<file path="config.mk">
export PLATFORM = sky130hd
export DESIGN_NAME = stack_ctrl_flat
export DESIGN_NICKNAME = d
export VERILOG_FILES = /design/src/rtl/stack_ctrl_if.sv /design/src/rtl/stack_ctrl.sv /design/src/flat_wrapper.sv
export SDC_FILE = /design/constraint.sdc
export NUM_CORES = 1
export LEC_CHECK = 0
export ABC_AREA = 1
export BUFFER_PORTS_ARGS = -buffer_cell sky130_fd_sc_hd__buf_2
export CORE_MARGIN = 3
export CORE_UTILIZATION = 51
export CTS_CLUSTER_DIAMETER = 100
export DETAILED_ROUTE_END_ITERATION = 12
export MAX_ROUTING_LAYER = met4
export PLACE_DENSITY = 0.84
export SYNTH_ARGS = -nofsm -noshare
export SYNTH_HDL_FRONTEND = slang
export SYNTH_SLANG_ARGS = --single-unit
</file>
<file path="constraint.sdc">
create_clock -name clk -period 5.4 [get_ports clk]
set_input_delay 1.08 -clock clk [delete_from_list [all_inputs] [get_ports clk]]
set_output_delay 1.08 -clock clk [all_outputs]
set_load 0.02 [all_outputs]
</file>
<file path="src/rtl/stack_ctrl_if.sv">
// ---------------------------------------------------------------------------
// stack_ctrl_if -- requester / completion bundle for stack_ctrl.
//
// Signals
//   req0_valid, req1_valid : requester holds an operation pending
//   req0_op,    req1_op    : 1 = push, 0 = pop
//   req0_data,  req1_data  : push operand (WIDTH bits)
//   gnt[1:0]               : one-hot acceptance pulse (one cycle)
//   rsp_valid              : completion strobe (one cycle)
//   rsp_id                 : requester the completion belongs to
//   rsp_err                : overflow / underflow indication
//   rsp_data               : popped data, zero after a push or an error
//
// Modports
//   master : requester side (drives requests, observes gnt / response)
//   slave  : controller side
// ---------------------------------------------------------------------------
interface stack_ctrl_if #(
    parameter int WIDTH = 6
);
    logic             req0_valid;
    logic             req1_valid;
    logic             req0_op;
    logic             req1_op;
    logic [WIDTH-1:0] req0_data;
    logic [WIDTH-1:0] req1_data;
    logic [1:0]       gnt;
    logic             rsp_valid;
    logic             rsp_id;
    logic             rsp_err;
    logic [WIDTH-1:0] rsp_data;

    modport master (
        output req0_valid, req1_valid, req0_op, req1_op, req0_data, req1_data,
        input  gnt, rsp_valid, rsp_id, rsp_err, rsp_data
    );

    modport slave (
        input  req0_valid, req1_valid, req0_op, req1_op, req0_data, req1_data,
        output gnt, rsp_valid, rsp_id, rsp_err, rsp_data
    );
endinterface

</file>
<file path="src/rtl/stack_ctrl.sv">
// ---------------------------------------------------------------------------
// stack_ctrl -- two-requester controller for an external LIFO datapath.
//
// One operation is in flight at a time: IDLE samples and arbitrates, EXEC
// issues the push/pop strobe (or flags overflow/underflow), WAIT captures
// popped data, RESP returns the completion.
//
// Ports
//   clk        : clock, rising edge
//   rst        : asynchronous reset, active low
//   bus        : stack_ctrl_if.slave (requests, gnt, completion response)
//   sld_en     : push strobe to the datapath
//   serase     : pop strobe to the datapath
//   stack_in   : push data to the datapath
//   stack_out  : popped data from the datapath (valid in the WAIT cycle)
//   stk_rst    : active-high datapath reset (inverse of rst)
//   count      : number of occupied entries, 0..DEPTH
//   full/empty : count == DEPTH / count == 0
//
// Build option
//   STACK_CTRL_RR_EN : round-robin arbitration between the two requesters;
//                      when undefined req0 has fixed priority.
// ---------------------------------------------------------------------------
module stack_ctrl #(
    parameter int DEPTH = 8,
    parameter int WIDTH = 6
) (
    input  logic             clk,
    input  logic             rst,
    stack_ctrl_if.slave      bus,
    output logic             sld_en,
    output logic             serase,
    output logic [WIDTH-1:0] stack_in,
    input  logic [WIDTH-1:0] stack_out,
    output logic             stk_rst,
    output logic [3:0]       count,
    output logic             full,
    output logic             empty
);
    typedef enum logic [1:0] {IDLE, EXEC, WAIT, RESP} state_t;

    localparam logic [3:0] DEPTH_C = 4'(DEPTH);

    state_t           state;
    state_t           state_nxt;
    logic             id_q;
    logic             op_q;
    logic [WIDTH-1:0] data_q;
    logic             any_req;
    logic             win_id;
    logic             op_ok;
    logic [1:0]       gnt_c;
    logic             rsp_valid_c;
    logic             rsp_id_q;
    logic             rsp_err_q;
    logic [WIDTH-1:0] rsp_data_q;

    assign any_req = bus.req0_valid | bus.req1_valid;
    assign op_ok   = op_q ? (count != DEPTH_C) : (count != 4'd0);

`ifdef STACK_CTRL_RR_EN
    // Id of the requester granted last; reset to 1 so req0 wins the first contest.
    logic last_id;

    always_ff @(posedge clk or negedge rst) begin
        if (!rst) begin
            last_id <= 1'b1;
        end else if (state == IDLE && any_req) begin
            last_id <= win_id;
        end
    end

    always_comb begin
        if (bus.req0_valid && bus.req1_valid) begin
            win_id = ~last_id;
        end else begin
            win_id = ~bus.req0_valid;
        end
    end
`else
    always_comb begin
        win_id = ~bus.req0_valid;
    end
`endif

    // Strobes, gnt and rsp_valid decode from state only, so the asynchronous
    // reset of the state register drops them immediately.
    always_comb begin
        state_nxt   = state;
        gnt_c       = 2'b00;
        sld_en      = 1'b0;
        serase      = 1'b0;
        stack_in    = '0;
        rsp_valid_c = 1'b0;
        case (state)
            IDLE: begin
                if (any_req) begin
                    state_nxt = EXEC;
                end
            end
            EXEC: begin
                gnt_c = id_q ? 2'b10 : 2'b01;
                if (op_ok && op_q) begin
                    sld_en    = 1'b1;
                    stack_in  = data_q;
                    state_nxt = RESP;
                end else if (op_ok) begin
                    serase    = 1'b1;
                    state_nxt = WAIT;
                end else begin
                    state_nxt = RESP;
                end
            end
            WAIT: begin
                state_nxt = RESP;
            end
            RESP: begin
                rsp_valid_c = 1'b1;
                state_nxt   = IDLE;
            end
            default: begin
                state_nxt = IDLE;
            end
        endcase
    end

    always_ff @(posedge clk or negedge rst) begin
        if (!rst) begin
            state      <= IDLE;
            count      <= 4'd0;
            id_q       <= 1'b0;
            op_q       <= 1'b0;
            rsp_id_q   <= 1'b0;
            rsp_err_q  <= 1'b0;
            rsp_data_q <= '0;
        end else begin
            state <= state_nxt;
            if (state == IDLE && any_req) begin
                id_q <= win_id;
                op_q <= win_id ? bus.req1_op : bus.req0_op;
            end
            if (sld_en) begin
                count <= count + 4'd1;
            end else if (serase) begin
                count <= count - 4'd1;
            end
            if (state == EXEC) begin
                rsp_id_q   <= id_q;
                rsp_err_q  <= ~op_ok;
                rsp_data_q <= '0;
            end
            if (state == WAIT) begin
                rsp_data_q <= stack_out;
            end
        end
    end

    // Push operand only matters in EXEC, which always follows a capture.
    always_ff @(posedge clk) begin
        if (state == IDLE && any_req) begin
            data_q <= win_id ? bus.req1_data : bus.req0_data;
        end
    end

    assign bus.gnt       = gnt_c;
    assign bus.rsp_valid = rsp_valid_c;
    assign bus.rsp_id    = rsp_id_q;
    assign bus.rsp_err   = rsp_err_q;
    assign bus.rsp_data  = rsp_data_q;

    assign stk_rst = ~rst;
    assign full    = (count == DEPTH_C);
    assign empty   = (count == 4'd0);
endmodule

</file>
<file path="src/flat_wrapper.sv">
// flat-port wrapper written by rule: the top's interface ports become plain ports
module stack_ctrl_flat 
#(
    parameter int DEPTH = 8,
    parameter int WIDTH = 6
)
  (clk, rst, sld_en, serase, stack_in, stack_out, stk_rst, count, full, empty, bus_req0_valid, bus_req1_valid, bus_req0_op, bus_req1_op, bus_req0_data, bus_req1_data, bus_gnt, bus_rsp_valid, bus_rsp_id, bus_rsp_err, bus_rsp_data);
  stack_ctrl_if #(.WIDTH(WIDTH)) bus_i ();
  input  logic clk;
  input  logic rst;
  output logic sld_en;
  output logic serase;
  output logic [WIDTH-1:0] stack_in;
  input  logic [WIDTH-1:0] stack_out;
  output logic stk_rst;
  output logic [3:0] count;
  output logic full;
  output logic empty;
  input wire logic [$bits(bus_i.req0_valid)-1:0] bus_req0_valid;
  input wire logic [$bits(bus_i.req1_valid)-1:0] bus_req1_valid;
  input wire logic [$bits(bus_i.req0_op)-1:0] bus_req0_op;
  input wire logic [$bits(bus_i.req1_op)-1:0] bus_req1_op;
  input wire logic [$bits(bus_i.req0_data)-1:0] bus_req0_data;
  input wire logic [$bits(bus_i.req1_data)-1:0] bus_req1_data;
  output wire logic [$bits(bus_i.gnt)-1:0] bus_gnt;
  output wire logic [$bits(bus_i.rsp_valid)-1:0] bus_rsp_valid;
  output wire logic [$bits(bus_i.rsp_id)-1:0] bus_rsp_id;
  output wire logic [$bits(bus_i.rsp_err)-1:0] bus_rsp_err;
  output wire logic [$bits(bus_i.rsp_data)-1:0] bus_rsp_data;
  assign bus_i.req0_valid = bus_req0_valid;
  assign bus_i.req1_valid = bus_req1_valid;
  assign bus_i.req0_op = bus_req0_op;
  assign bus_i.req1_op = bus_req1_op;
  assign bus_i.req0_data = bus_req0_data;
  assign bus_i.req1_data = bus_req1_data;
  assign bus_gnt = bus_i.gnt;
  assign bus_rsp_valid = bus_i.rsp_valid;
  assign bus_rsp_id = bus_i.rsp_id;
  assign bus_rsp_err = bus_i.rsp_err;
  assign bus_rsp_data = bus_i.rsp_data;
  stack_ctrl #(.DEPTH(DEPTH), .WIDTH(WIDTH)) u_core (.clk(clk), .rst(rst), .bus(bus_i), .sld_en(sld_en), .serase(serase), .stack_in(stack_in), .stack_out(stack_out), .stk_rst(stk_rst), .count(count), .full(full), .empty(empty));
endmodule
</file>
After elaboration in Yosys (flattened, before gate mapping):

Index checks and enable logic that the tools add are counted.
W data, S select, Z words.

* ROM bits: 0
* bits in writable memories: 0
* register bits after elaboration: 22
* memories: 0
* output and inout bits: 26
* bits in latches: 0

* equality and inequality tests: 6
* shift-type cells: 0
* reductions and logical operators: 7
* $add $sub $neg: 2
* bitwise logic cells: 4
* divide/modulo/power cells: 0
* order comparisons: 0
* multiplexer cells: 21
* multipliers: 0

Operator list (number)
* $mux W6: 5
* $mux W1: 9
* $mux W2: 4
* $mux W4: 2
* $pmux W2 S4: 1
* $add A4 B1 Y4 const B: 1
* $eq A2 B2 Y1 const B: 2
* $eq A4 B4 Y1 const B: 1
* $logic_not A4 Y1: 1
* $ne A4 B4 Y1 const B: 1
* $reduce_bool A2 Y1: 2
* $reduce_bool A4 Y1: 1
* $sub A4 B1 Y4 const B: 1
* $not A1 Y1: 3
* $eq A2 B1 Y1 const B: 1
* $logic_and A1 B1 Y1: 2
* $logic_not A2 Y1: 1
* $ne A2 B1 Y1 const B: 1
* $or A1 B1 Y1: 1

Depth between registers and ports, before layout:

* word-level depth: 7
* mapped depth: 13
* mapped depth without buffers: 13

Worst setup path after synthesis:

No wires, ideal clock.

* path type: register to output
* start: reg u_core.state[1]
* end: out stack_in[0]
* cell stages (with the launch flop): 5
* path slack: 3050 ps
* arrival time: 1270 ps
* data required time: 4320 ps
* buffers on the path: 0
* path through: dfrtp_1 > inv_1 > ha_1 > nand3_4 > nor2_1

* longest elaborated chain between the ends: 2

Ends and longest elaborated chain
* start, declared: line stack_ctrl.sv:44 `state_t state;`
* start signal, assigned: line stack_ctrl.sv:137 `state <= state_nxt;`
* $eq A2 B1 Y1: line stack_ctrl.sv:95 `case (state)`
* $mux W6: line stack_ctrl.sv:95
* end, declared: line flat_wrapper.sv:13 `output logic [WIDTH-1:0] stack_in;`

No other way between the ends.

Worst setup path after layout:

* start: reg u_core.state[1]
* end: out stack_in[2]

The elaborated chain is that of the path after synthesis.

==> metrics.md <==
| Metric | Value |
|---|---|
| Layout cell share with drive strength beyond 1 | `0.3166` |
| H-tree levels | `1` |
| RSZ-0062 raised after global routing | `false` |
| Sequential cell area fraction in the yosys report | `0.4803` |
| Yosys warns | `0` |
| Final Non-Filler Cells | `227` |
| Post-DP HPWL | `2176 um` |
| Crit share post-route | `0.5185` |
| Gr usage total | `0.1961` |
| Total number of vias | `1070` |
| Relative slew slack | `0.5348` |
| Vias in the first global route | `998` |
| Combinational share of power | `0.568` |
| Setup bufs post-CTS | `0` |
| Die height | `54.68 um` |
| Startpoint Class | `flip-flop` |
| Syn_area_per_cell | `8.167 um^2` |
| Antenna fix cells | `0` |
| Clock skew | `0.009260 ns` |
| Net load switching power | `0.4642 mW` |
| Max incr delay on CP | `0.43 ns` |
| Final ANT Viol Nets | `0` |
| Placeable Area | `2233 um^2` |
| Critical path's slowest cell | `dfrtp_1` |
| Setup Total Neg Slack | `0 ns` |
| Post-CTS sizing | `0` |
| Area of the multi-input gates | `510.5 um^2` |
| Peak VDD IR | `0.0004553 V` |
| WP data required | `4.32 ns` |
| Status | `finished clean` |
| Clock share of power | `0.111` |
| Crit Path Category | `reg -> out` |
| CTS sink cnt | `22` |
| # IOs | `50` |
| Post-DR vias/cell | `4.714` |
| Post-synthesis cell count | `148` |
| Total congestion overflow | `0` |
| CTS tree | `done` |
| Filler instances | `197` |
| Synth Net Count | `179` |
| Min cycle time layout | `2.800 ns` |
| Reg2reg path depth | `10` |
| Pre-Repair DR Iteration Count | `4` |
| Root buffer cell | `clkbuf_4` |
| Async S/R FF share, synth | `0.7273` |
| Die ar. | `2990 um^2` |
| Setup crit end | `stack_in[2]` |
| Tot Pwr | `0.9508 mW` |
| Drt wl/cell | `11.65 um` |
| # placed instances | `223` |
| Worst-margin pin slew | `0.6953 ns` |
| Yosys cell types | `23` |
| Int Power | `0.4866 mW` |
| Ys flop type | `dfrtp_1` |
| Nets@finish | `231` |
| Crit path max fanout | `12` |
| Syn-to-layout area delta | `26.40%` |
| DRC viols | `0` |
| First-pass GRT wire length | `4071 um` |
| CP Capture Type | `output pin` |
| Final WL | `2644 um` |
| Die Wd | `54.68 um` |
| Pwr dens | `622.3 nW/um^2` |
| Crit path from | `u_core.state[1]$_DFFE_PN0P_` |
| Hold/Removal Path Class | `reg -> reg` |
| Reg2reg end | `u_core.count[3]$_DFFE_PN0P_` |
| Final Max Slew Viols | `0` |
| Placer Congestion | `0.7060` |
| Switching Share | `0.4882` |
| I/O Buffers | `49` |
| CP arrival | `1.72 ns` |
| Setup slack, reg-to-reg | `3.26 ns` |
| Clk_lat worst skew | `0.30 ns` |
| Yosys reg bits | `22` |
| Initial antenna violation count | `0` |
| Pleak | `0.9069 nW` |
| Seq pwr share | `0.321` |
| Critical path cell sequence | `inv_1 -> ha_1 -> nand3_4 -> nor2_1 -> buf_2` |
| Initial core utilization | `0.5412` |
| FMAX | `0.3572 GHz` |
| Final Hold Viols | `0` |
| Cell area after synthesis | `1209 um^2` |
| Post-cts hold buffer count | `0` |
| Storage cell area | `580.6 um^2` |
| Final Setup Violations | `0` |
| # Max-Cap Violations | `0` |
| Drt first-iter violations | `17` |
| Worst R2R Start | `u_core.state[1]$_DFFE_PN0P_` |
| Pin count of the biggest net entering global routing | `18` |
| Number of flops mapped to enable cells by yosys | `6` |
| Worst-path clk slew | `0.12 ns` |
| Num rows | `17` |
| CTS Buf Count | `3` |
| Clock Path Buffers | `2` |
==> synthesized netlist by cell type (2+ instances only) <==
library cell,count,area [um^2]
nor2_2,2,12.51
nand2_1,43,161.4
inv_1,28,105.1
nor2_1,13,48.80
dfrtp_1,16,400.4
a21oi_1,4,20.02
edfxtp_1,6,180.2
o21ai_0,6,30.03
nand2_2,3,18.77
ha_1,6,75.07
nand3_1,9,45.04
==> layer usage <==
metal,track usage,share of wire,up-vias,routed length [um]
li1,-,-,554,-
met1,0.2285,0.41,490,1080
met2,0.3307,0.55,24,1447
met3,0.03270,0.039,2,102
met4,0.08299,0.0049,0,13
met5,-,0,-,0
==> sequential cells by signal, indices dropped and copies added, names as in the netlist <==
signal / flops
u_core.bus.rsp_data: 6
u_core.id_q: 1
u_core.state: 2
u_core.count: 4
u_core.bus.rsp_id: 1
u_core.data_q: 6
u_core.bus.rsp_err: 1
u_core.op_q: 1
==> placed cells by master, fill, tap and decap left out, types with 2 or more instances in the layout <==
master / instances
inv_1: 28
o21ai_0: 6
a21oi_1: 4
buf_2: 49
nor2_2: 2
nor2_1: 13
clkbuf_4: 3
dfrtp_1: 16
nand2_2: 3
nand2_1: 43
edfxtp_1: 6
nand3_1: 9
ha_1: 6
==> cells by family (layout without fill, tap and decap cells) <==
family                     after synthesis  count (layout)  share of synthesized area
AOI/OAI and AO/OA                       13              13                    0.05902
buffers and inverters                   31              82                    0.09730
adders and majority gates                7               7                    0.07867
and+or+nand+nor                         74              74                     0.2774
DFF                                     22              22                     0.4803
xor gates and xnor gates                 1               1                   0.007248
==> through the flow <==
step                  util  cell area (um^2)  hold slack (ns)  setup WS (ns)
global placement    0.6627              1480           0.4603          2.687
finish              0.6840              1528           0.4872          2.600
floorplan                -              1209           0.4909          3.050
global route        0.6840              1528           0.5202          2.411
detailed placement  0.6627              1480           0.4616          2.670
CTS                 0.6840              1528           0.4923          2.569
==> critical path: cells and delay by family, from the launching register on <==
family                   cells  cell delay, ns
AND/OR/NAND/NOR              2            0.35
adder cells (fa/ha/maj)      1            0.33
buffers and inverters        2            0.29
flip-flops                   1            0.43
==> power by group through the flow <==
stage	Clock, mW	Sequential [mW]	Combinational, mW
floorplan	0	0.354	0.340
global placement	0	0.303	0.515
detailed placement	0	0.309	0.545
CTS	0.108	0.305	0.546
global route	0.118	0.315	0.611
finish	0.105	0.305	0.540
==> cell type report <==
class                           instances  area share
Sequential cell                        22      0.3800
Multi-Input combinational cell         95      0.3342
Tap cell                               28     0.02293
Inverter                               29     0.07125
Clock buffer                            4     0.03112
Timing Repair Buffer                   49      0.1605
==> how the worst min path moves through the flow <==
stage / start / end / slack (ns) / depth (start not counted)
2_1_floorplan: u_core.id_q$_DFFE_PN0P_ / u_core.bus.rsp_id$_DFFE_PN0P_ / 0.49 / 2
3_3_place_gp: u_core.bus.rsp_id$_DFFE_PN0P_ / u_core.bus.rsp_id$_DFFE_PN0P_ / 0.46 / 2
3_5_place_dp: u_core.bus.rsp_id$_DFFE_PN0P_ / u_core.bus.rsp_id$_DFFE_PN0P_ / 0.46 / 2
4_1_cts: u_core.bus.rsp_id$_DFFE_PN0P_ / u_core.bus.rsp_id$_DFFE_PN0P_ / 0.49 / 2
5_1_grt: u_core.bus.rsp_id$_DFFE_PN0P_ / u_core.bus.rsp_id$_DFFE_PN0P_ / 0.52 / 2
6_report: u_core.bus.rsp_id$_DFFE_PN0P_ / u_core.bus.rsp_id$_DFFE_PN0P_ / 0.49 / 2
Note: power is estimated with default switching activity, not from simulation.
